--- src/rtl/pdm_deserializer.sv ---
// PDM deserializer: samples a 1-bit PDM mic line on generator rising-edge
// pulses, packs WORD_W samples MSB-first into words and streams them out
// through a 2-entry AXI4-Stream buffer with frame tlast and a sticky
// overflow flag for words dropped under back-pressure.
module pdm_deserializer #(
  parameter int WORD_W      = 16,
  parameter int FRAME_WORDS = 256
) (
  input  logic              clk,
  input  logic              rst,
  input  logic              en,
  input  logic              m_clk_rising,
  input  logic              pdm_data,
  output logic [WORD_W-1:0] m_axis_tdata,
  output logic              m_axis_tvalid,
  input  logic              m_axis_tready,
  output logic              m_axis_tlast,
  output logic              overflow,
  input  logic              overflow_clr
);

  localparam int CNT_W = $clog2(WORD_W);
  localparam int FRM_W = (FRAME_WORDS > 1) ? $clog2(FRAME_WORDS) : 1;
  localparam logic [CNT_W-1:0] LAST_BIT  = CNT_W'(WORD_W - 1);
  localparam logic [FRM_W-1:0] LAST_WORD = FRM_W'(FRAME_WORDS - 1);

  logic [1:0]        sync_q, sync_d;
  logic [WORD_W-2:0] shift_q, shift_d;
  logic [CNT_W-1:0]  bit_cnt_q, bit_cnt_d;
  logic [FRM_W-1:0]  frame_q, frame_d;
  logic [WORD_W-1:0] data0_q, data0_d, data1_q, data1_d;
  logic              last0_q, last0_d, last1_q, last1_d;
  logic [1:0]        cnt_q, cnt_d;
  logic              ovf_q, ovf_d;

  logic              pdm_s, sample, push, pop, drop, accept, word_last;
  logic [WORD_W-1:0] word;

  assign pdm_s     = sync_q[1];
  assign sample    = en && m_clk_rising;
  assign word      = {shift_q, pdm_s};
  assign push      = sample && (bit_cnt_q == LAST_BIT);
  assign pop       = (cnt_q != 2'd0) && m_axis_tready;
  // A full buffer can still take a word if the head leaves on the same edge.
  assign drop      = push && (cnt_q == 2'd2) && !pop;
  assign accept    = push && !drop;
  assign word_last = (frame_q == LAST_WORD);

  // Next-state: synchronizer, packer, frame position, buffer and overflow.
  always_comb begin
    sync_d    = {sync_q[0], pdm_data};
    shift_d   = shift_q;
    bit_cnt_d = bit_cnt_q;
    frame_d   = frame_q;
    data0_d   = data0_q;
    data1_d   = data1_q;
    last0_d   = last0_q;
    last1_d   = last1_q;
    cnt_d     = cnt_q;

    // Idle clears the partial word and frame position; the buffer keeps draining.
    if (!en) begin
      shift_d   = '0;
      bit_cnt_d = '0;
      frame_d   = '0;
    end else if (sample) begin
      shift_d   = word[WORD_W-2:0];
      bit_cnt_d = push ? '0 : bit_cnt_q + 1'b1;
      // Dropped words do not consume a frame slot.
      if (accept) frame_d = word_last ? '0 : frame_q + 1'b1;
    end

    // Entry 0 is always the head; entry 1 shifts down on pop.
    case (cnt_q)
      2'd0: begin
        if (accept) begin
          data0_d = word;
          last0_d = word_last;
          cnt_d   = 2'd1;
        end
      end
      2'd1: begin
        if (pop && accept) begin
          data0_d = word;
          last0_d = word_last;
        end else if (pop) begin
          cnt_d = 2'd0;
        end else if (accept) begin
          data1_d = word;
          last1_d = word_last;
          cnt_d   = 2'd2;
        end
      end
      default: begin
        if (pop) begin
          data0_d = data1_q;
          last0_d = last1_q;
          if (accept) begin
            data1_d = word;
            last1_d = word_last;
          end else begin
            cnt_d = 2'd1;
          end
        end
      end
    endcase

    // Set beats clear when a drop and a clear land on the same edge.
    if (drop)              ovf_d = 1'b1;
    else if (overflow_clr) ovf_d = 1'b0;
    else                   ovf_d = ovf_q;
  end

  // State registers with synchronous active-low reset.
  always_ff @(posedge clk) begin
    if (!rst) begin
      sync_q    <= '0;
      shift_q   <= '0;
      bit_cnt_q <= '0;
      frame_q   <= '0;
      data0_q   <= '0;
      data1_q   <= '0;
      last0_q   <= 1'b0;
      last1_q   <= 1'b0;
      cnt_q     <= 2'd0;
      ovf_q     <= 1'b0;
    end else begin
      sync_q    <= sync_d;
      shift_q   <= shift_d;
      bit_cnt_q <= bit_cnt_d;
      frame_q   <= frame_d;
      data0_q   <= data0_d;
      data1_q   <= data1_d;
      last0_q   <= last0_d;
      last1_q   <= last1_d;
      cnt_q     <= cnt_d;
      ovf_q     <= ovf_d;
    end
  end

  assign m_axis_tdata  = data0_q;
  assign m_axis_tlast  = last0_q;
  assign m_axis_tvalid = (cnt_q != 2'd0);
  assign overflow      = ovf_q;

endmodule

--- config.mk ---
export PLATFORM = sky130hd
export DESIGN_NAME = pdm_deserializer
export DESIGN_NICKNAME = d
export VERILOG_FILES = /design/src/rtl/pdm_deserializer.sv
export SDC_FILE = /design/constraint.sdc
export NUM_CORES = 1
export LEC_CHECK = 0
export CORE_ASPECT_RATIO = 0.9
export CORE_MARGIN = 2
export CORE_UTILIZATION = 56
export DETAILED_ROUTE_END_ITERATION = 8
export GPL_TIMING_DRIVEN = 1
export PLACE_DENSITY = 0.74
export SLEW_MARGIN = 20
export SYNTH_ARGS = -nofsm -noshare
export SYNTH_HDL_FRONTEND = slang
export SYNTH_SLANG_ARGS = --single-unit
--- constraint.sdc ---
create_clock -name clk -period 2.45 [get_ports clk]
set_input_delay 0.49 -clock clk [delete_from_list [all_inputs] [get_ports clk]]
set_output_delay 0.49 -clock clk [all_outputs]
set_load 0.01 [all_outputs]
After elaboration in Yosys (flattened, before gate mapping)
Cells that the tools add are included.

operators by class
  equality and inequality tests = 10
  add/subtract/negate cells = 2
  multiplexer cells = 29
  bitwise logic cells = 1
  reduce and logical (&&, ||, !) cells = 19

operator list
  kind                   count
  $mux W16               7
  $pmux W16 S2           2
  $mux W2                6
  $mux W1                9
  $add A8 B1 Y8 const B  1
  $eq A8 B8 Y1 const B   1
  $mux W8                1
  $ne A2 B2 Y1 const B   4
  $logic_and A1 B1 Y1    7
  $reduce_bool A2 Y1     3
  $reduce_and A5 Y1      1
  $add A4 B1 Y4 const B  1
  $eq A4 B4 Y1 const B   1
  $mux W4                1
  $pmux W1 S2            2
  $pmux W2 S2            1
  $reduce_and A2 Y1      2
  $reduce_and A4 Y1      1
  $ne A3 B1 Y1 const B   1
  $ne A3 B3 Y1 const B   1
  $reduce_and A3 Y1      1
  $reduce_bool A3 Y1     1
  $eq A2 B1 Y1 const B   1
  $eq A2 B2 Y1 const B   1
  other kinds (3)        4

storage, ports and cells
  output and inout bits = 19
  register bits = 66

Logic depth before layout (Yosys ltp)
Gate-level depths: netlist of the first run.

  word-level depth = 10
  mapped depth = 9

Least setup slack after synthesis of the first run
No wires, ideal clock.

  path kind = reg-to-reg
  start point = register cnt_q[1]
  end point = register data1_q[10]
  path buffers = 4
  slack = 0.441 ns
  arrival time = 1.882 ns
  cell stages (with the launch flop) = 10
  setup time = 0.128 ns
  required time = 2.322 ns
  cells stage by stage = dfxtp_1 buf_2 buf_2 nor2b_1 ha_1 nor4_2 buf_4 buf_8 mux2i_1 nor2_1

between the ends
  word-level cells in the longest chain between the ends = 10
  elaborated cells on any way between the ends = 21

RTL lines
  element                   line  RTL
  start: declaration        33    logic [1:0] cnt_q, cnt_d;
  start signal: assignment  136   cnt_q <= cnt_d;
  $reduce_bool A2 Y1        43    assign pop = (cnt_q != 2'd0) && m_axis_tready;
  $logic_and A1 B1 Y1       43
  $logic_not A1 Y1          45    assign drop = push && (cnt_q == 2'd2) && !pop;
  $logic_and A1 B1 Y1       45
  $logic_not A1 Y1          46    assign accept = push && !drop;
  $logic_and A1 B1 Y1       46
  $mux W16 (3 in a row)     -
  $pmux W16 S2              74    case (cnt_q)
  end signal: assignment    133   data1_q <= data1_d;
  end: declaration          31    logic [WORD_W-1:0] data0_q, data0_d, data1_q, data1_d;

Parallel ways exist; a longest one is shown, timed or not. The select of a mux whose other input is x is not followed.
A chain may end at the register's enable or synchronous reset.

Worst setup path in the final report of the first run
  start point = register cnt_q[0]
  end point = output m_axis_tvalid

between the ends
  word-level cells in the longest chain between the ends = 1

RTL lines
  element             line  RTL
  $reduce_bool A2 Y1  143   assign m_axis_tvalid = (cnt_q != 2'd0);
  end: declaration    15    output logic m_axis_tvalid,

Every way passes these cells.

==> impl_results.md, run 1 <==
* Setup TNS at 0 ns
* Yosys top cell by area: dfxtp_1
* RSZ-0062 raised after global routing: no
* Post-CTS sizing at 0
* Clock Latency Late Sink at 0.34 ns
* DRC at 0
* Die Area at 5680 sq um
* First-pass GRT wire length at 9360 um
* Synth-to-layout area growth at 19.3%
* Outcome: complete, no violations
* Area of the multi-input gates at 1410 sq um
* # H-tree levels at 3
* Ant. Diodes at 0
* Register area at 1320 sq um
* Worst IR drop on VDD at 0.467 mV
* Final Setup Violations at 0
* Vias in the first global route at 2015
* Max layer used: met4
* Final Max Slew Viols at 0
* Share of layout cells above drive strength 1 at 0.160
* Worst EP arrival at 1.48 ns
* Total number of yosys warnings at 0
* IO Pins at 26
* Vias post-DR at 2073
* Initial antenna violation count at 0
* Least-Margin Pin Slew at 0.427 ns
* Starting density of the core at 0.586
* FMAX at 0.509 GHz
* Largest net degree at the start of global routing at 22
* Initial DRC Count at 53
* NumNets Final at 324
* Switch Pwr at 0.438 mW
* Final min period at 1.97 ns
* Startpoint class of the critical path: flip-flop
* PwrDens at 606 nW/um^2
* Hold Path Class: flip-flop to flip-flop
* Critical Path RT at 1.96 ns
* DRT Wirelength at 5470 um
* WL met2 at 2370 um
* Ys flop type: dfxtp_1
* Die X-Extent at 79.2 um
* Critical path type: flip-flop to output pin
* Gpl congestion at 0.812
* Clock transition at path regs at 0.07 ns
* CP startpoint: cnt_q[0]
* Slew HR at 0.714
* FF+latch count, synth at 66
* Die height at 71.7 um
* Drt via density at 5.40
* Sequential power share at 0.522
* CTS max path bufs at 2
* Worst Setup End Kind: output pin
* Clock buffer count from CTS at 9
* Worst Path Max Fanout at 7
* Synth cell types at 46
* Share of the synthesized area in the top cell type at 0.463
* Final period utilization at 0.803
* Final Util at 0.700
* Worst R2R Start: cnt_q[0]
* CTS root buffer: clkbuf_8
* Min-delay src: sync_q[0]
* Comb power frac at 0.029
* Leak at 1.16 nW
* M1 WL at 2740 um
* Internal cell power at 1.62 mW
* Post-Syn Nets at 291
* Post-CTS setup buffers at 0
* Switching share of total power at 0.212
* 1st-pass router iterations at 4
* Register area share after synthesis at 0.463
* Wire per inst at 14.2 um
* Post-DP HPWL at 3630 um
* Hold Vio Cnt, Final at 0
* Final Skew at 0.00848 ns
* Met3 routed WL at 260 um
* EDFF count, synth at 0
* Row Count at 24
* CTS tree: built
* Synth Cell Area at 2850 sq um
* Final ANT Viol Nets at 0
* Clock sink count at 66
* Syn Area/Cell at 10.2 sq um
* Synth Instances at 281
* GRT Residual Overflow at 0
* Fillers at 389
* Most frequent cell after synthesis: dfxtp_1
* Fraction of registers with async set/reset at 0
* Synth top area cells: dfxtp_1 (46%), mux2i_1 (17%), nor2_1 (5.5%)
* Clock Power Share at 0.449
* GRT Util Overall at 0.217
* Max_cap viols at 0
* Commonest cells post-synth: dfxtp_1 (66), mux2i_1 (49), nor2_1 (42)
* I/O Buffers at 25
* Core Region at 4860 sq um
* CTS Hold Bufs at 0
==> worst max-delay path, cell delays in order, from the launching register on <==
cell	delay [ns]
dfxtp_1	0.43
or2_4	0.18
clkdlybuf4s50_1	0.53
==> state kept, by name, indices dropped and copies added (netlist names) <==
name / cells
bit_cnt_q: 4
cnt_q: 2
data1_q: 16
frame_q: 8
last1_q: 1
m_axis_tdata: 16
m_axis_tlast: 1
overflow: 1
shift_q: 15
sync_q: 2
==> cells in the final DEF (no fill, tap or decap), types with 6 or more instances in the layout <==
| cell | n |
|---|---|
| nor2_1 | 42 |
| buf_4 | 14 |
| clkdlybuf4s50_1 | 25 |
| xnor2_1 | 6 |
| a21oi_1 | 22 |
| a211oi_2 | 10 |
| clkbuf_8 | 11 |
| a211oi_1 | 7 |
| nand2_1 | 11 |
| mux2i_1 | 49 |
| dfxtp_1 | 66 |
==> through the flow <==
stage / cell area, sq um / setup slack, ns / hold slack (ns) / total power [mW] / instances
2_1_floorplan: 2850 / 0.441 / 0.412 / 1.14 / 281
3_3_place_gp: 3200 / 0.150 / 0.414 / 1.16 / 368
3_5_place_dp: 3200 / 0.132 / 0.431 / 1.16 / 368
4_1_cts: 3400 / 0.461 / 0.441 / 2.09 / 384
5_1_grt: 3400 / 0.402 / 0.456 / 2.14 / 384
6_report: 3400 / 0.484 / 0.438 / 2.06 / 384
==> logic make-up after synthesis <==
group | count (synthesis) | share of synthesized area
buffers and inverters | 22 | 0.0474
DFF | 66 | 0.463
adders and majority gates | 3 | 0.0132
muxes | 50 | 0.176
xor gates and xnor gates | 8 | 0.0246
AOI/OAI and AO/OA | 50 | 0.131
and+or+nand+nor | 82 | 0.145
==> power by group through the flow <==
stage          Clock, mW  Sequential, mW  Combinational (mW)
3_5_place_dp           0            1.10              0.0592
2_1_floorplan          0            1.10              0.0367
4_1_cts            0.951            1.08              0.0598
3_3_place_gp           0            1.10              0.0590
6_report           0.925            1.08              0.0595
5_1_grt            0.996            1.08              0.0641
==> layout make-up <==
class                      count  share of cell area
inverter                       4             0.00441
timing repair buffer          40               0.110
clock inverter                 4              0.0147
clock buffer                  12              0.0456
tap                           65              0.0239
sequential                    66               0.388
multi-input combinational    193               0.413
==> routing by layer <==
layer	global-route usage	vias up
li1	-	1065
met1	0.275	958
met2	0.331	41
met3	0.0844	9
met4	0.0900	0
met5	0	-
==> final timing paths <==
path	endpoint	slack [ns]	cells past startpoint
setup / recovery	m_axis_tvalid	0.48	2
hold / removal	sync_q[1]	0.44	1
setup reg to reg	data1_q[7]	0.50	6
hold reg to reg	sync_q[1]	0.44	1
(Power assumes the default switching activity.)
==> run 2, diff against run 1 <==
clock period = 2 ns   (was 2.45 ns; I/O delays follow)
==> impl_results.md, run 2 (same netlist as run 1, synthesis figures left out) <==
* Final period utilization at 0.927
* PwrDens at 733 nW/um^2
* Die X-Extent at 79.2 um
* Worst IR drop on VDD at 0.550 mV
* I/O Buffers at 25
* Die height at 71.7 um
* Worst Setup End Kind: flip-flop
* Switch Pwr at 0.510 mW
* Final Setup Violations at 0
* CTS root buffer: clkbuf_8
* Clock transition at path regs at 0.06 ns
* Clock buffer count from CTS at 9
* Die Area at 5680 sq um
* FF-to-FF path depth at 7
* Placed cell count at 372
* Vias in the first global route at 1926
* GRT Util Overall at 0.211
* FMAX at 0.539 GHz
* # H-tree levels at 3
* Starting density of the core at 0.586
* 1st-pass router iterations at 5
* Critical Path RT at 2.20 ns
* Final Skew at 0.00598 ns
* Worst EP arrival at 2.06 ns
* GRT Residual Overflow at 0
* Clock Power Share at 0.449
* Core Region at 4860 sq um
* DRT Wirelength at 5550 um
* Least-Margin Pin Slew at 0.504 ns
* Commonest non-fill, non-tap cells in the layout: dfxtp_1 (66), mux2i_1 (49), nor2_1 (42), clkdlybuf4s50_1 (25), a21oi_1 (22)
* Post-DP HPWL at 3680 um
* First-pass GRT wire length at 9240 um
* Final min period at 1.85 ns
* CTS tree: built
* IO Pins at 26
* Final cell count without fillers at 387
* Gpl congestion at 0.813
* Min-delay src: sync_q[0]
* CTS max path bufs at 2
* Sequential power share at 0.523
* NumNets Final at 328
* Final Util at 0.708
* Hold Worst Slack at 0.449 ns
* Leak at 1.19 nW
* Post-Place Setup Slack at -0.218 ns
* Hold Vio Cnt, Final at 0
* Drt via density at 5.43
* Terminus of the critical flop-to-flop path: data1_q[2]
* Hold Path End: sync_q[1]
* Max_cap viols at 0
* DRC at 0
* Largest net degree at the start of global routing at 35
* Worst Path Max Fanout at 16
* Setup slack, reg-to-reg at 0.15 ns
* Synth-to-layout area growth at 20.7%
* Wire per inst at 14.3 um
* Final ANT Viol Nets at 0
* Post-CTS setup buffers at 0
* Worst setup margin at 0.146 ns
* CP startpoint: cnt_q[0]
* Hold Path Class: flip-flop to flip-flop
* Slew HR at 0.663
* Worst hold path stage count at 1
* Clock sink count at 66
* Initial DRC Count at 101
* Share of layout cells above drive strength 1 at 0.168
* RSZ-0062 raised after global routing: no
* Clock Latency Late Sink at 0.33 ns
* Internal cell power at 2.02 mW
* Outcome: complete, no violations
* Switching share of total power at 0.202
* Final Max Slew Viols at 0
* Post-CTS sizing at 0
* Initial antenna violation count at 0
* Row Count at 24
* Worst R2R Start: cnt_q[0]
* Vias post-DR at 2103
* Critical path type: flip-flop to flip-flop
* Most common cell after layout, fill and taps aside: dfxtp_1
* Startpoint class of the critical path: flip-flop
* Comb power frac at 0.029
* Ant. Diodes at 0
run 2: cell types whose count changed in the layout (fill, tap and decap cells not counted), sizes merged:
cell,change
buf,+4
clkinvlp,-2
clkbuf,+1
run 2: worst max-delay path: stages, from the launching register on:
cell     delay [ns]
dfxtp_1        0.35
or2_4          0.28
nand2_1        0.08
ha_1           0.24
nor4_4         0.30
buf_12         0.21
mux2i_1        0.20
nor2_1         0.06
run 2: power groups by stage:
stage                     registers (mW)  clock network [mW]  logic (mW)
after detailed placement            1.35                   0      0.0724
after global routing                1.32                1.22      0.0773
after CTS                           1.32                1.16      0.0727
final                               1.32                1.13      0.0723
after global placement              1.35                   0      0.0717
after floorplan                     1.35                   0      0.0449
run 2: how the worst max path moves through the flow:
| stage | slack (ns) | endpoint |
|---|---|---|
| after floorplan | 0.06 | data1_q[10] |
| after global placement | -0.20 | data1_q[8] |
| after detailed placement | -0.22 | data1_q[8] |
| after CTS | 0.08 | data1_q[8] |
| after global routing | 0.02 | frame_q[5] |
| final | 0.15 | data1_q[2] |
run 2: cell type report:
class | instances | area [sq um]
sequential | 66 | 1320
multi-input combinational | 193 | 1410
clock buffer | 13 | 169
tap | 65 | 81.3
inverter | 4 | 15.0
clock inverter | 2 | 35.0
timing repair buffer | 44 | 418
fill | 393 | 1420
run 2: what timing repair did:
item	4_1_cts	5_1_grt
endpoints found under the setup margin	0	2
hold buffers	0	0
endpoints found under the hold margin	0	0
run 2: stage by stage:
stage                     setup TNS [ns]  total power, mW  instance area (sq um)
final                                  0             2.53                   3440
after floorplan                        0             1.39                   2860
after detailed placement           -3.66             1.42                   3240
after global routing                   0             2.61                   3440
after global placement             -3.37             1.42                   3240
after CTS                              0             2.56                   3440
run 2: routing by layer:
layer	vias to the layer above	share of wire	global-route usage
met5	-	0	0
met4	0	0.0040	0.0517
met3	2	0.061	0.0793
met2	55	0.45	0.322
met1	983	0.49	0.286
li1	1063	-	-
